==> config.mk <==
export PLATFORM = sky130hd
export DESIGN_NAME = jk_bank_sequencer_flat
export DESIGN_NICKNAME = d
export VERILOG_FILES = /design/src/rtl/jk_bank_sequencer_pkg.sv /design/src/rtl/jk_bank_sequencer_if.sv /design/src/rtl/jk_bank_sequencer_cell.sv /design/src/rtl/jk_bank_sequencer.sv /design/src/flat_wrapper.sv
export SDC_FILE = /design/constraint.sdc
export NUM_CORES = 1
export LEC_CHECK = 0
export ABC_AREA = 0
export BUFFER_PORTS_ARGS = -buffer_cell sky130_fd_sc_hd__buf_2
export CORE_ASPECT_RATIO = 1.5
export CORE_MARGIN = 1.5
export CORE_UTILIZATION = 35
export CTS_BUF_LIST = sky130_fd_sc_hd__clkbuf_8 sky130_fd_sc_hd__clkbuf_16
export DETAILED_ROUTE_END_ITERATION = 6
export PLACE_DENSITY_LB_ADDON = 0.05
export SYNTH_ARGS = -nofsm -noshare
export SYNTH_HDL_FRONTEND = slang
export SYNTH_SLANG_ARGS = --single-unit
==> constraint.sdc <==
create_clock -name clk -period 5.8 [get_ports clk]
set_clock_uncertainty 0.1 [all_clocks]
set_input_delay 0.87 -clock clk [delete_from_list [all_inputs] [get_ports clk]]
set_output_delay 0.87 -clock clk [all_outputs]
set_load 0.005 [all_outputs]
==> src/rtl/jk_bank_sequencer_pkg.sv <==
`default_nettype none
// ============================================================================
// Package     : jk_seq_pkg
// Description : Shared opcode encodings, FSM state type and the JK next-state
//               helper for the JK bank sequencer.
// Contents    : OP_HOLD/OP_CLR/OP_SET/OP_TOG  {j,k} opcode constants
//               state_t                       sequencer FSM states
//               jk_next()                     next Q of a JK cell
// Revision    : 1.0  initial release
// ============================================================================
package jk_seq_pkg;

  localparam logic [1:0] OP_HOLD = 2'b00;
  localparam logic [1:0] OP_CLR  = 2'b01;
  localparam logic [1:0] OP_SET  = 2'b10;
  localparam logic [1:0] OP_TOG  = 2'b11;

  typedef enum logic [1:0] {
    S_IDLE   = 2'd0,
    S_APPLY  = 2'd1,
    S_REPORT = 2'd2
  } state_t;

  // Next Q of a JK flip-flop given its current Q and the {j,k} pair.
  function automatic logic jk_next(input logic q, input logic [1:0] op);
    logic nq;
    case (op)
      OP_HOLD: nq = q;
      OP_CLR:  nq = 1'b0;
      OP_SET:  nq = 1'b1;
      default: nq = ~q;
    endcase
    return nq;
  endfunction

endpackage
`default_nettype wire

==> src/rtl/jk_bank_sequencer_if.sv <==
`default_nettype none
// ============================================================================
// Interface   : jk_bank_sequencer_if
// Description : Requester command bus plus bank/completion status of the JK
//               bank sequencer.
// Signals     : req_valid/req_op/req_idx  requester -> sequencer commands
//               req_ready                 one-hot grant strobe
//               bank_q                    live Q of every cell
//               busy, done_*              sequencer status and completion
// Modports    : master (control logic side), slave (sequencer side)
// Revision    : 1.0  initial release
// ============================================================================
interface jk_bank_sequencer_if #(
  parameter int NUM_REQ = 4,
  parameter int WIDTH   = 8,
  parameter int IDX_W   = 3,
  parameter int ID_W    = 2
);
  logic [NUM_REQ-1:0]       req_valid;
  logic [2*NUM_REQ-1:0]     req_op;
  logic [IDX_W*NUM_REQ-1:0] req_idx;
  logic [NUM_REQ-1:0]       req_ready;
  logic [WIDTH-1:0]         bank_q;
  logic                     busy;
  logic                     done_valid;
  logic [ID_W-1:0]          done_id;
  logic                     done_q;
  logic                     done_err;

  modport master (
    output req_valid, req_op, req_idx,
    input  req_ready, bank_q, busy, done_valid, done_id, done_q, done_err
  );

  modport slave (
    input  req_valid, req_op, req_idx,
    output req_ready, bank_q, busy, done_valid, done_id, done_q, done_err
  );
endinterface
`default_nettype wire

==> src/rtl/jk_bank_sequencer_cell.sv <==
`default_nettype none
// ============================================================================
// Module      : jk_cell
// Description : Single positive-edge JK flip-flop with synchronous,
//               active-high reset.
// Ports       : clk    clock, rising edge
//               reset  synchronous active-high reset (Q -> 0)
//               j_i    J input
//               k_i    K input
//               q_o    registered Q
// Revision    : 1.0  initial release
// ============================================================================
module jk_cell
  import jk_seq_pkg::*;
(
  input  logic clk,
  input  logic reset,
  input  logic j_i,
  input  logic k_i,
  output logic q_o
);

  logic q_q;

  always_ff @(posedge clk) begin
    if (reset) begin
      q_q <= 1'b0;
    end else begin
      q_q <= jk_next(q_q, {j_i, k_i});
    end
  end

  assign q_o = q_q;

endmodule
`default_nettype wire

==> src/rtl/jk_bank_sequencer.sv <==
`default_nettype none
// ============================================================================
// Module      : jk_bank_sequencer
// Description : Shares a bank of WIDTH JK cells among NUM_REQ requesters.
//               Round-robin arbitration accepts one {j,k}/index command per
//               three cycles (IDLE -> APPLY -> REPORT), pulses the addressed
//               cell for one cycle and reports the resulting Q.
// Ports       : clk    clock, rising edge
//               reset  synchronous active-high reset
//               bus    jk_bank_sequencer_if.slave (requests, grant, bank
//                      state, busy and completion report)
// Revision    : 1.0  initial release
// ============================================================================
module jk_bank_sequencer
  import jk_seq_pkg::*;
#(
  parameter int NUM_REQ = 4,
  parameter int WIDTH   = 8,
  parameter int IDX_W   = 3,
  parameter int ID_W    = 2
) (
  input  logic                 clk,
  input  logic                 reset,
  jk_bank_sequencer_if.slave   bus
);

  // --------------------------------------------------------------------------
  // State
  // --------------------------------------------------------------------------
  state_t            state_q;
  logic [ID_W-1:0]   ptr_q;
  logic [1:0]        op_q;
  logic [IDX_W-1:0]  idx_q;
  logic [ID_W-1:0]   id_q;
  logic              done_valid_q;
  logic [ID_W-1:0]   done_id_q;
  logic              done_q_q;
  logic              done_err_q;

  logic [WIDTH-1:0]  bank;

  // --------------------------------------------------------------------------
  // Round-robin arbiter: scan offsets 0..NUM_REQ-1 from ptr and take the
  // first valid requester. The offset loop gives the rotation; the
  // "!arb_found" guard is the priority encoder.
  // --------------------------------------------------------------------------
  logic               arb_found;
  logic [NUM_REQ-1:0] arb_grant;
  logic [ID_W-1:0]    arb_id;
  logic [1:0]         arb_op;
  logic [IDX_W-1:0]   arb_idx;
  logic [ID_W-1:0]    ptr_d;

  always_comb begin
    arb_found = 1'b0;
    arb_grant = '0;
    arb_id    = '0;
    arb_op    = OP_HOLD;
    arb_idx   = '0;
    for (int i = 0; i < NUM_REQ; i++) begin
      for (int r = 0; r < NUM_REQ; r++) begin
        if (!arb_found && bus.req_valid[r] &&
            (((int'(ptr_q) + i) % NUM_REQ) == r)) begin
          arb_found    = 1'b1;
          arb_grant[r] = 1'b1;
          arb_id       = ID_W'(r);
          arb_op       = bus.req_op[2*r +: 2];
          arb_idx      = bus.req_idx[IDX_W*r +: IDX_W];
        end
      end
    end
  end

  assign ptr_d = ID_W'((int'(arb_id) + 1) % NUM_REQ);

  // Grant only while idle and out of reset; the requester sees it in the
  // same cycle it presents the command.
  assign bus.req_ready = (state_q == S_IDLE && !reset) ? arb_grant : '0;

  // --------------------------------------------------------------------------
  // Cell decode. An out-of-range index matches no cell, so nothing is
  // pulsed and idx_in_range flags the error for the report.
  // --------------------------------------------------------------------------
  logic [WIDTH-1:0] cell_sel;
  logic             idx_in_range;
  logic             cur_q;

  generate
    for (genvar w = 0; w < WIDTH; w++) begin : g_cell
      logic pulse;
      assign cell_sel[w] = (idx_q == IDX_W'(w));
      assign pulse       = (state_q == S_APPLY) && cell_sel[w];

      jk_cell u_cell (
        .clk   (clk),
        .reset (reset),
        .j_i   (pulse & op_q[1]),
        .k_i   (pulse & op_q[0]),
        .q_o   (bank[w])
      );
    end
  endgenerate

  assign idx_in_range = |cell_sel;
  assign cur_q        = |(bank & cell_sel);

  // --------------------------------------------------------------------------
  // Sequencer FSM. The completion Q is computed on the APPLY edge from the
  // same pre-update value the cell sees, so it equals the cell's new Q.
  // --------------------------------------------------------------------------
  always_ff @(posedge clk) begin
    if (reset) begin
      state_q      <= S_IDLE;
      ptr_q        <= '0;
      op_q         <= OP_HOLD;
      idx_q        <= '0;
      id_q         <= '0;
      done_valid_q <= 1'b0;
      done_id_q    <= '0;
      done_q_q     <= 1'b0;
      done_err_q   <= 1'b0;
    end else begin
      case (state_q)
        S_IDLE: begin
          done_valid_q <= 1'b0;
          done_id_q    <= '0;
          done_q_q     <= 1'b0;
          done_err_q   <= 1'b0;
          if (arb_found) begin
            op_q    <= arb_op;
            idx_q   <= arb_idx;
            id_q    <= arb_id;
            ptr_q   <= ptr_d;
            state_q <= S_APPLY;
          end
        end
        S_APPLY: begin
          done_valid_q <= 1'b1;
          done_id_q    <= id_q;
          done_q_q     <= idx_in_range ? jk_next(cur_q, op_q) : 1'b0;
          done_err_q   <= !idx_in_range;
          state_q      <= S_REPORT;
        end
        S_REPORT: begin
          done_valid_q <= 1'b0;
          done_id_q    <= '0;
          done_q_q     <= 1'b0;
          done_err_q   <= 1'b0;
          state_q      <= S_IDLE;
        end
        default: begin
          done_valid_q <= 1'b0;
          done_id_q    <= '0;
          done_q_q     <= 1'b0;
          done_err_q   <= 1'b0;
          state_q      <= S_IDLE;
        end
      endcase
    end
  end

  assign bus.bank_q     = bank;
  assign bus.busy       = (state_q != S_IDLE);
  assign bus.done_valid = done_valid_q;
  assign bus.done_id    = done_id_q;
  assign bus.done_q     = done_q_q;
  assign bus.done_err   = done_err_q;

endmodule
`default_nettype wire

==> src/flat_wrapper.sv <==
// flat-port wrapper written by rule: the top's interface ports become plain ports
module jk_bank_sequencer_flat import jk_seq_pkg::*;
#(
  parameter int NUM_REQ = 4,
  parameter int WIDTH   = 8,
  parameter int IDX_W   = 3,
  parameter int ID_W    = 2
)
  (clk, reset, bus_req_valid, bus_req_op, bus_req_idx, bus_req_ready, bus_bank_q, bus_busy, bus_done_valid, bus_done_id, bus_done_q, bus_done_err);
  jk_bank_sequencer_if #(.NUM_REQ(NUM_REQ), .WIDTH(WIDTH), .IDX_W(IDX_W), .ID_W(ID_W)) bus_i ();
  input  logic clk;
  input  logic reset;
  input wire logic [$bits(bus_i.req_valid)-1:0] bus_req_valid;
  input wire logic [$bits(bus_i.req_op)-1:0] bus_req_op;
  input wire logic [$bits(bus_i.req_idx)-1:0] bus_req_idx;
  output wire logic [$bits(bus_i.req_ready)-1:0] bus_req_ready;
  output wire logic [$bits(bus_i.bank_q)-1:0] bus_bank_q;
  output wire logic [$bits(bus_i.busy)-1:0] bus_busy;
  output wire logic [$bits(bus_i.done_valid)-1:0] bus_done_valid;
  output wire logic [$bits(bus_i.done_id)-1:0] bus_done_id;
  output wire logic [$bits(bus_i.done_q)-1:0] bus_done_q;
  output wire logic [$bits(bus_i.done_err)-1:0] bus_done_err;
  assign bus_i.req_valid = bus_req_valid;
  assign bus_i.req_op = bus_req_op;
  assign bus_i.req_idx = bus_req_idx;
  assign bus_req_ready = bus_i.req_ready;
  assign bus_bank_q = bus_i.bank_q;
  assign bus_busy = bus_i.busy;
  assign bus_done_valid = bus_i.done_valid;
  assign bus_done_id = bus_i.done_id;
  assign bus_done_q = bus_i.done_q;
  assign bus_done_err = bus_i.done_err;
  jk_bank_sequencer #(.NUM_REQ(NUM_REQ), .WIDTH(WIDTH), .IDX_W(IDX_W), .ID_W(ID_W)) u_core (.clk(clk), .reset(reset), .bus(bus_i));
endmodule
==> summary.md, run 1 <==
| Metric | Value |
|---|---|
| Status | `finished, final reports clean` |
| Vias in the first global route | `2462` |
| Total wire length | `7460 microns` |
| P_int | `0.000350 W` |
| CTS tree | `yes` |
| Htree depth | `1` |
| DRC viols | `0` |
| Cell Area, Placed | `2640 sq um` |
| Post-cts resize count | `0` |
| TritonCTS buffer count | `3` |
| R2r setup slk | `3.11 ns` |
| Pwr Total | `0.000535 W` |
| Worst VDD drop | `0.133 mV` |
| Hold Startpoint | `u_core.id_q[1]$_SDFFE_PP0P_` |
| Initial core utilization | `36.1%` |
| Gr ovfl total | `0` |
| Register area share after synthesis | `19.3%` |
| Cell Chain, Critical Path | `buf_2, nor4b_1, a21oi_1, a21boi_0, buf_2` |
| Post-DR vias/cell | `6.10` |
| Final Slew Violations | `0` |
| # rows | `37` |
| Sw frac | `34.7%` |
| Die width | `71.9 microns` |
| Global Route Usage Sum | `19.6%` |
| Ys Warns | `0` |
| Hold path cells | `2` |
| Core area | `6900 sq um` |
| Fin crit share | `56.6%` |
| Area growth, synth to finish | `8.63%` |
| Slew margin rel. | `37.2%` |
| Distinct cells, synth | `61` |
| Post-Syn Nets | `378` |
| Comb pwr share | `34.3%` |
| Clk buf depth | `2` |
| Largest net degree at the start of global routing | `43` |
| WP data required | `4.83 ns` |
| Final Cell Area | `2710 sq um` |
| Worst-Skew Late Latency | `0.27 ns` |
| NumNets Final | `397` |
| Leakage | `1.21 nW` |
| Slowest-stage cell, CP | `nor4b_1` |
| Via Count | `2634` |
| RR Startpoint | `u_core.ptr_q[0]$_SDFFE_PP0P_` |
| Gp weighted congestion | `0.930` |
| Post-layout minimum cycle time | `3.28 ns` |
| Sequential power share | `38.2%` |
| IO Pins | `44` |
| HPWL after DPL | `5720 microns` |
| Sink Count | `24` |
| Sw power | `0.000186 W` |
| Iter 0 DRT Violations | `164` |
| Ys async rst share | `0%` |
| Final setup TNS | `0 ns` |
| Drt wl/cell | `17.3 microns` |
| Tightest Hold Check Type | `reg2reg` |
| FMAX | `0.305 GHz` |
| Flops & latches, synth | `24` |
| Worst R2R End | `u_core.idx_q[1]$_SDFFE_PP0P_` |
| Ant. Diodes | `0` |
| Slowest stage delay, CP | `0.71 ns` |
| Post-Syn Instances | `336` |
| Die height | `106 microns` |
| Power share of the clock group | `27.4%` |
| Syn avg cell area | `7.42 sq um` |
| Pre-antenna DRT Iters | `5` |
| # port buffers | `43` |
| Startpoint types | `input port` |
| CP dominant cell by count | `buf_2` |
| Fin. Hold Viols | `0` |
| Number of synthesized flops with an enable pin | `0` |
| CP Capture Type | `output pin` |
| Root Buffer | `clkbuf_8` |
| MaxCap Viol Count | `0` |
| Final ANT Viol Nets | `0` |
| Endpoint, Worst Hold | `u_core.id_q[1]$_SDFFE_PP0P_` |
| Hold_buf cts | `0` |
| Crit path kind | `in2out` |
| Clock transition at path regs | `0.09 ns` |
| Die Area | `7650 sq um` |
| Slew @ Worst Pin | `0.941 ns` |
| Top_reg_cell synth | `dfxtp_1` |
| Post-CTS Setup Bufs | `0` |
| Initial antenna violation count | `0` |
| Depth of the most critical reg-to-reg path | `6` |
| Critical Path AT | `2.31 ns` |
| First-pass GRT wire length | `12100 microns` |
| Synth Cell Area | `2490 sq um` |
| Final setup viols | `0` |
| Share of layout cells above drive strength 1 | `17.2%` |
| Pwr dens | `198 nW/um^2` |
| RSZ-0062 raised after global routing | `false` |
| Worst-path maximum fanout | `24` |
[power groups by stage]
stage | combinational [W] | sequential (W) | clock, W
finish | 0.000184 | 0.000205 | 0.000147
global route | 0.000203 | 0.000208 | 0.000160
CTS | 0.000183 | 0.000205 | 0.000154
detailed placement | 0.000182 | 0.000208 | 0
global placement | 0.000183 | 0.000208 | 0
floorplan | 0.000149 | 0.000192 | 0
[placed cells by master (no fill, tap or decap), types with 11 or more instances in the layout]
master	netlist	routed
a31oi_1	11	11
ha_1	16	16
nor2_1	25	25
inv_1	19	19
nand2_1	39	39
dfxtp_1	24	24
buf_2	9	43
nor3_1	14	14
a21oi_1	20	20
o21ai_0	13	13
nand3_1	11	11
[logic make-up (layout without fill, tap and decap cells)]
group / after synthesis / after routing / share of synthesized area [%]
adders and majority gates: 16 / 16 / 8.03
buffers and inverters: 49 / 67 / 9.94
AOI/OAI and AO/OA: 101 / 101 / 28.7
other: 1 / 1 / 0.150
DFF: 24 / 24 / 19.3
and+or+nand+nor: 142 / 142 / 31.7
muxes: 3 / 3 / 2.26
[sequential cells by signal, indices dropped and copies added (netlist names)]
| register | flops |
|---|---|
| u_core.g_cell.u_cell.q_o | 8 |
| u_core.id_q | 2 |
| u_core.bus.done_id | 2 |
| u_core.op_q | 2 |
| u_core.bus.done_valid | 1 |
| u_core.idx_q | 3 |
| u_core.bus.done_q | 1 |
| u_core.bus.done_err | 1 |
| u_core.state_q | 2 |
| u_core.ptr_q | 2 |
[area by class of cell]
cell class | count | area (sq um)
Multi-Input combinational cell | 263 | 1760
Clock buffer | 3 | 41.3
Inverter | 19 | 71.3
Sequential cell | 24 | 480
Timing Repair Buffer | 44 | 223
Clock inverter | 1 | 30.0
Tap cell | 78 | 97.6
Fill cell | 730 | 4190
[cell usage after synthesis (6+ instances only)]
cell	instances	share of area [%]
ha_1	16	8.0
and2_1	7	1.8
buf_4	10	3.0
nor2b_1	7	1.8
o21ai_0	13	2.6
nand2_1	39	5.9
clkbuf_1	6	0.90
a221o_1	9	3.6
buf_2	9	1.8
a21oi_1	20	4.0
nor2_1	25	3.8
a31oi_1	11	2.8
o22ai_1	10	2.5
nor3_1	14	2.8
and3_1	6	1.5
dfxtp_1	24	19
nand3_1	11	2.2
inv_1	19	2.9
[worst max-delay path, delay by kind of cell]
kind                   cells  cell delay, ns
buffers and inverters      2            0.47
AO/OA/AOI/OAI              2            0.27
AND/OR/NAND/NOR            1            0.71
[worst max-delay path by stage]
stage,start,end,slack (ns)
6_report,bus_req_valid[1],bus_req_ready[1],2.52
3_5_place_dp,bus_req_valid[1],bus_req_ready[1],2.56
5_1_grt,bus_req_valid[1],bus_req_ready[1],2.37
4_1_cts,bus_req_valid[1],bus_req_ready[1],2.54
2_1_floorplan,bus_req_valid[1],bus_req_ready[1],3.10
3_3_place_gp,bus_req_valid[1],bus_req_ready[1],2.63
[through the flow]
step                hold WS [ns]  setup WS (ns)  std cells  util (%)
global route               0.392           2.37        432      39.3
detailed placement         0.345           2.56        428      38.2
floorplan                  0.327           3.10        336         -
finish                     0.354           2.52        432      39.3
global placement           0.335           2.63        428      38.2
CTS                        0.358           2.54        432      39.3
[routing by layer]
metal	part of all wire, %	global-route usage, %	wire length, microns
met2	53	35.7	3950
met1	40	22.4	2980
met4	3.7	9.70	273
met5	0	0	0
met3	3.4	1.14	256
Note: power is estimated with default switching activity, not from simulation.
==> inputs of run 2 (changes only) <==
- clock period: 5.8 -> 2.75 ns (I/O delays scaled with it)
==> run 2 against run 1 <==
  * Combinational power is 130% higher
  * Worst hold slack better by 0.0022 ns
  * Highest routed layer unchanged
  * Cell count is 3.5% higher
  * Critical endpoint unchanged
  * Die area unchanged
  * Power grew 120%
  * Critical path depth is the same
  * Utilization is 1.6 points higher
  * Critical path type is now reg2out
  * Non-clock buffer count increased by 15
  * Register-to-register slack got worse by 2.8 ns
  * Sequential power rose by 110%
==> summary.md, run 2 (synthesized netlist as in run 1, its figures left out) <==
| Metric | Value |
|---|---|
| First-pass GRT wire length | `13000 microns (was 12100 microns)` |
| TritonCTS buffer count | `3 (unchanged)` |
| Largest net degree at the start of global routing | `25 (was 43)` |
| Area growth, synth to finish | `13.2% (was 8.63%)` |
| Final setup TNS | `0 ns (unchanged)` |
| Total wire length | `7880 microns (was 7460 microns)` |
| Via Count | `2725 (was 2634)` |
| Vias in the first global route | `2651 (was 2462)` |
| Ant. Diodes | `0 (unchanged)` |
| # port buffers | `43 (unchanged)` |
| WP data required | `2.24 ns (was 4.83 ns)` |
| Clk buf depth | `2 (unchanged)` |
| Post-cts resize count | `0 (unchanged)` |
| Htree depth | `1 (unchanged)` |
| Die height | `106 microns (unchanged)` |
| Slowest-stage cell, CP | `dfxtp_1 (was nor4b_1)` |
| Pre-antenna DRT Iters | `4 (was 5)` |
| Drt wl/cell | `17.6 microns (was 17.3 microns)` |
| Fin crit share | `93.8%` |
| DRC viols | `0 (unchanged)` |
| Worst-path maximum fanout | `15 (was 24)` |
| Final ANT Viol Nets | `0 (unchanged)` |
| Fin. Hold Viols | `0 (unchanged)` |
| Tightest Hold Check Type | `reg2reg (unchanged)` |
| Hold path cells | `2 (unchanged)` |
| Most frequent cells in the layout | `buf_2 (43), nand2_1 (39), nor2_1 (25), dfxtp_1 (24), a21oi_1 (20) (unchanged)` |
| Post-layout minimum cycle time | `2.58 ns` |
| Worst VDD drop | `0.154 mV (was 0.133 mV)` |
| Clock transition at path regs | `0.09 ns (about the same)` |
| Initial antenna violation count | `0 (unchanged)` |
| Share of layout cells above drive strength 1 | `20.6% (was 17.2%)` |
| Hold_buf cts | `0 (unchanged)` |
| CTS tree | `yes (unchanged)` |
| Final worst slack | `0.171 ns (was 2.52 ns)` |
| Post-DR vias/cell | `6.10 (about the same)` |
| Min Hold Slack | `0.356 ns (was 0.354 ns)` |
| Critical Path AT | `2.07 ns (was 2.31 ns)` |
| Global Route Usage Sum | `21.3% (was 19.6%)` |
| Sink Count | `24 (unchanged)` |
| Pwr dens | `414 nW/um^2 (was 198 nW/um^2)` |
| Slowest stage delay, CP | `0.66 ns (was 0.71 ns)` |
| Iter 0 DRT Violations | `137 (was 164)` |
| Post-CTS Setup Bufs | `0 (unchanged)` |
| MaxCap Viol Count | `0 (unchanged)` |
| Slew margin rel. | `59.7% (was 37.2%)` |
| Cell Chain, Critical Path | `buf_4, nor4bb_1, o21ai_0, a21boi_0, buf_2 (was buf_2, nor4b_1, a21oi_1, a21boi_0, buf_2)` |
| Final setup viols | `0 (unchanged)` |
| Core area | `6900 sq um (unchanged)` |
| IO Pins | `44 (unchanged)` |
| Gp weighted congestion | `0.853 (was 0.930)` |
| CP Capture Type | `output pin (unchanged)` |
| Max reg flops | `8 (unchanged)` |
| HPWL after DPL | `6070 microns (was 5720 microns)` |
| Root Buffer | `clkbuf_8 (unchanged)` |
| Final Slew Violations | `0 (unchanged)` |
| Worst-Skew Late Latency | `0.27 ns (about the same)` |
| RSZ-0062 raised after global routing | `false (unchanged)` |
| Final core occ | `40.9% (was 39.3%)` |
| Depth of the most critical reg-to-reg path | `7 (was 6)` |
| Gr ovfl total | `0 (unchanged)` |
| Die Area | `7650 sq um (unchanged)` |
| Status | `finished, final reports clean (unchanged)` |
| Leakage | `1.29 nW (was 1.21 nW)` |
| Slew @ Worst Pin | `0.590 ns (was 0.941 ns)` |
| Initial core utilization | `36.1% (unchanged)` |
| # rows | `37 (unchanged)` |
| Pre-CTS setup slack | `0.320 ns (was 2.56 ns)` |
| NumNets Final | `412 (was 397)` |
| Commonest non-fill, non-tap cell in the layout | `buf_2 (unchanged)` |
| FMAX | `0.388 GHz` |
| Startpoint types | `register (was input port)` |
| Die width | `71.9 microns (unchanged)` |
| Crit path kind | `reg2out (was in2out)` |
run 2: changes by cell type in the layout (fill, tap and decap cells not counted):
cell | before | now
buf_4 | 1 | 16
run 2: metal layers:
| layer | share of wire [%] | vias to the layer above | track usage, % | wire length [microns] |
|---|---|---|---|---|
| met4 | 3.6 | 0 | 11.9 | 284 |
| met1 | 40 | 1290 | 24.4 | 3120 |
| met3 | 3.2 | 24 | 1.61 | 252 |
| li1 | - | 1322 | - | - |
| met2 | 54 | 89 | 37.9 | 4230 |
| met5 | 0 | - | 0 | 0 |
run 2: power breakdown:
part	leakage (nW)	total [W]	switching [W]	internal, W
sequential	0.197	0.000430	0.0000510	0.000379
combinational	1.06	0.000421	0.000235	0.000186
clock	0.0357	0.000316	0.000122	0.000195
total	1.29	0.00117	0.000407	0.000760
run 2: final cells by class:
class	count	area, sq um
Clock buffer	3	41.3
Multi-Input combinational cell	263	1760
Inverter	19	71.3
Clock inverter	1	30.0
Timing Repair Buffer	59	335
Tap cell	78	97.6
Sequential cell	24	480
Fill cell	739	4080
run 2: final timing paths:
kind                                              startpoint                           end  slack (ns)
worst max-delay path            u_core.ptr_q[1]$_SDFFE_PP0P_              bus_req_ready[1]        0.17
worst min-delay path             u_core.id_q[1]$_SDFFE_PP0P_   u_core.id_q[1]$_SDFFE_PP0P_        0.36
worst max register to register  u_core.ptr_q[1]$_SDFFE_PP0P_  u_core.idx_q[1]$_SDFFE_PP0P_        0.29
worst min register to register   u_core.id_q[1]$_SDFFE_PP0P_   u_core.id_q[1]$_SDFFE_PP0P_        0.36
run 2: worst max-delay path: cells and delay by family (launching register included):
family / cells / cell delay [ns]
buf+inv: 2 / 0.36
simple gates: 1 / 0.29
compound gates: 2 / 0.49
flops: 1 / 0.66
run 2: stage by stage:
stage                     area (sq um)  total power, W  cells
after floorplan                   2490        0.000718    336
after global placement            2750        0.000856    443
after detailed placement          2750        0.000853    443
after CTS                         2820         0.00118    447
after global routing              2820         0.00125    447
final                             2820         0.00117    447
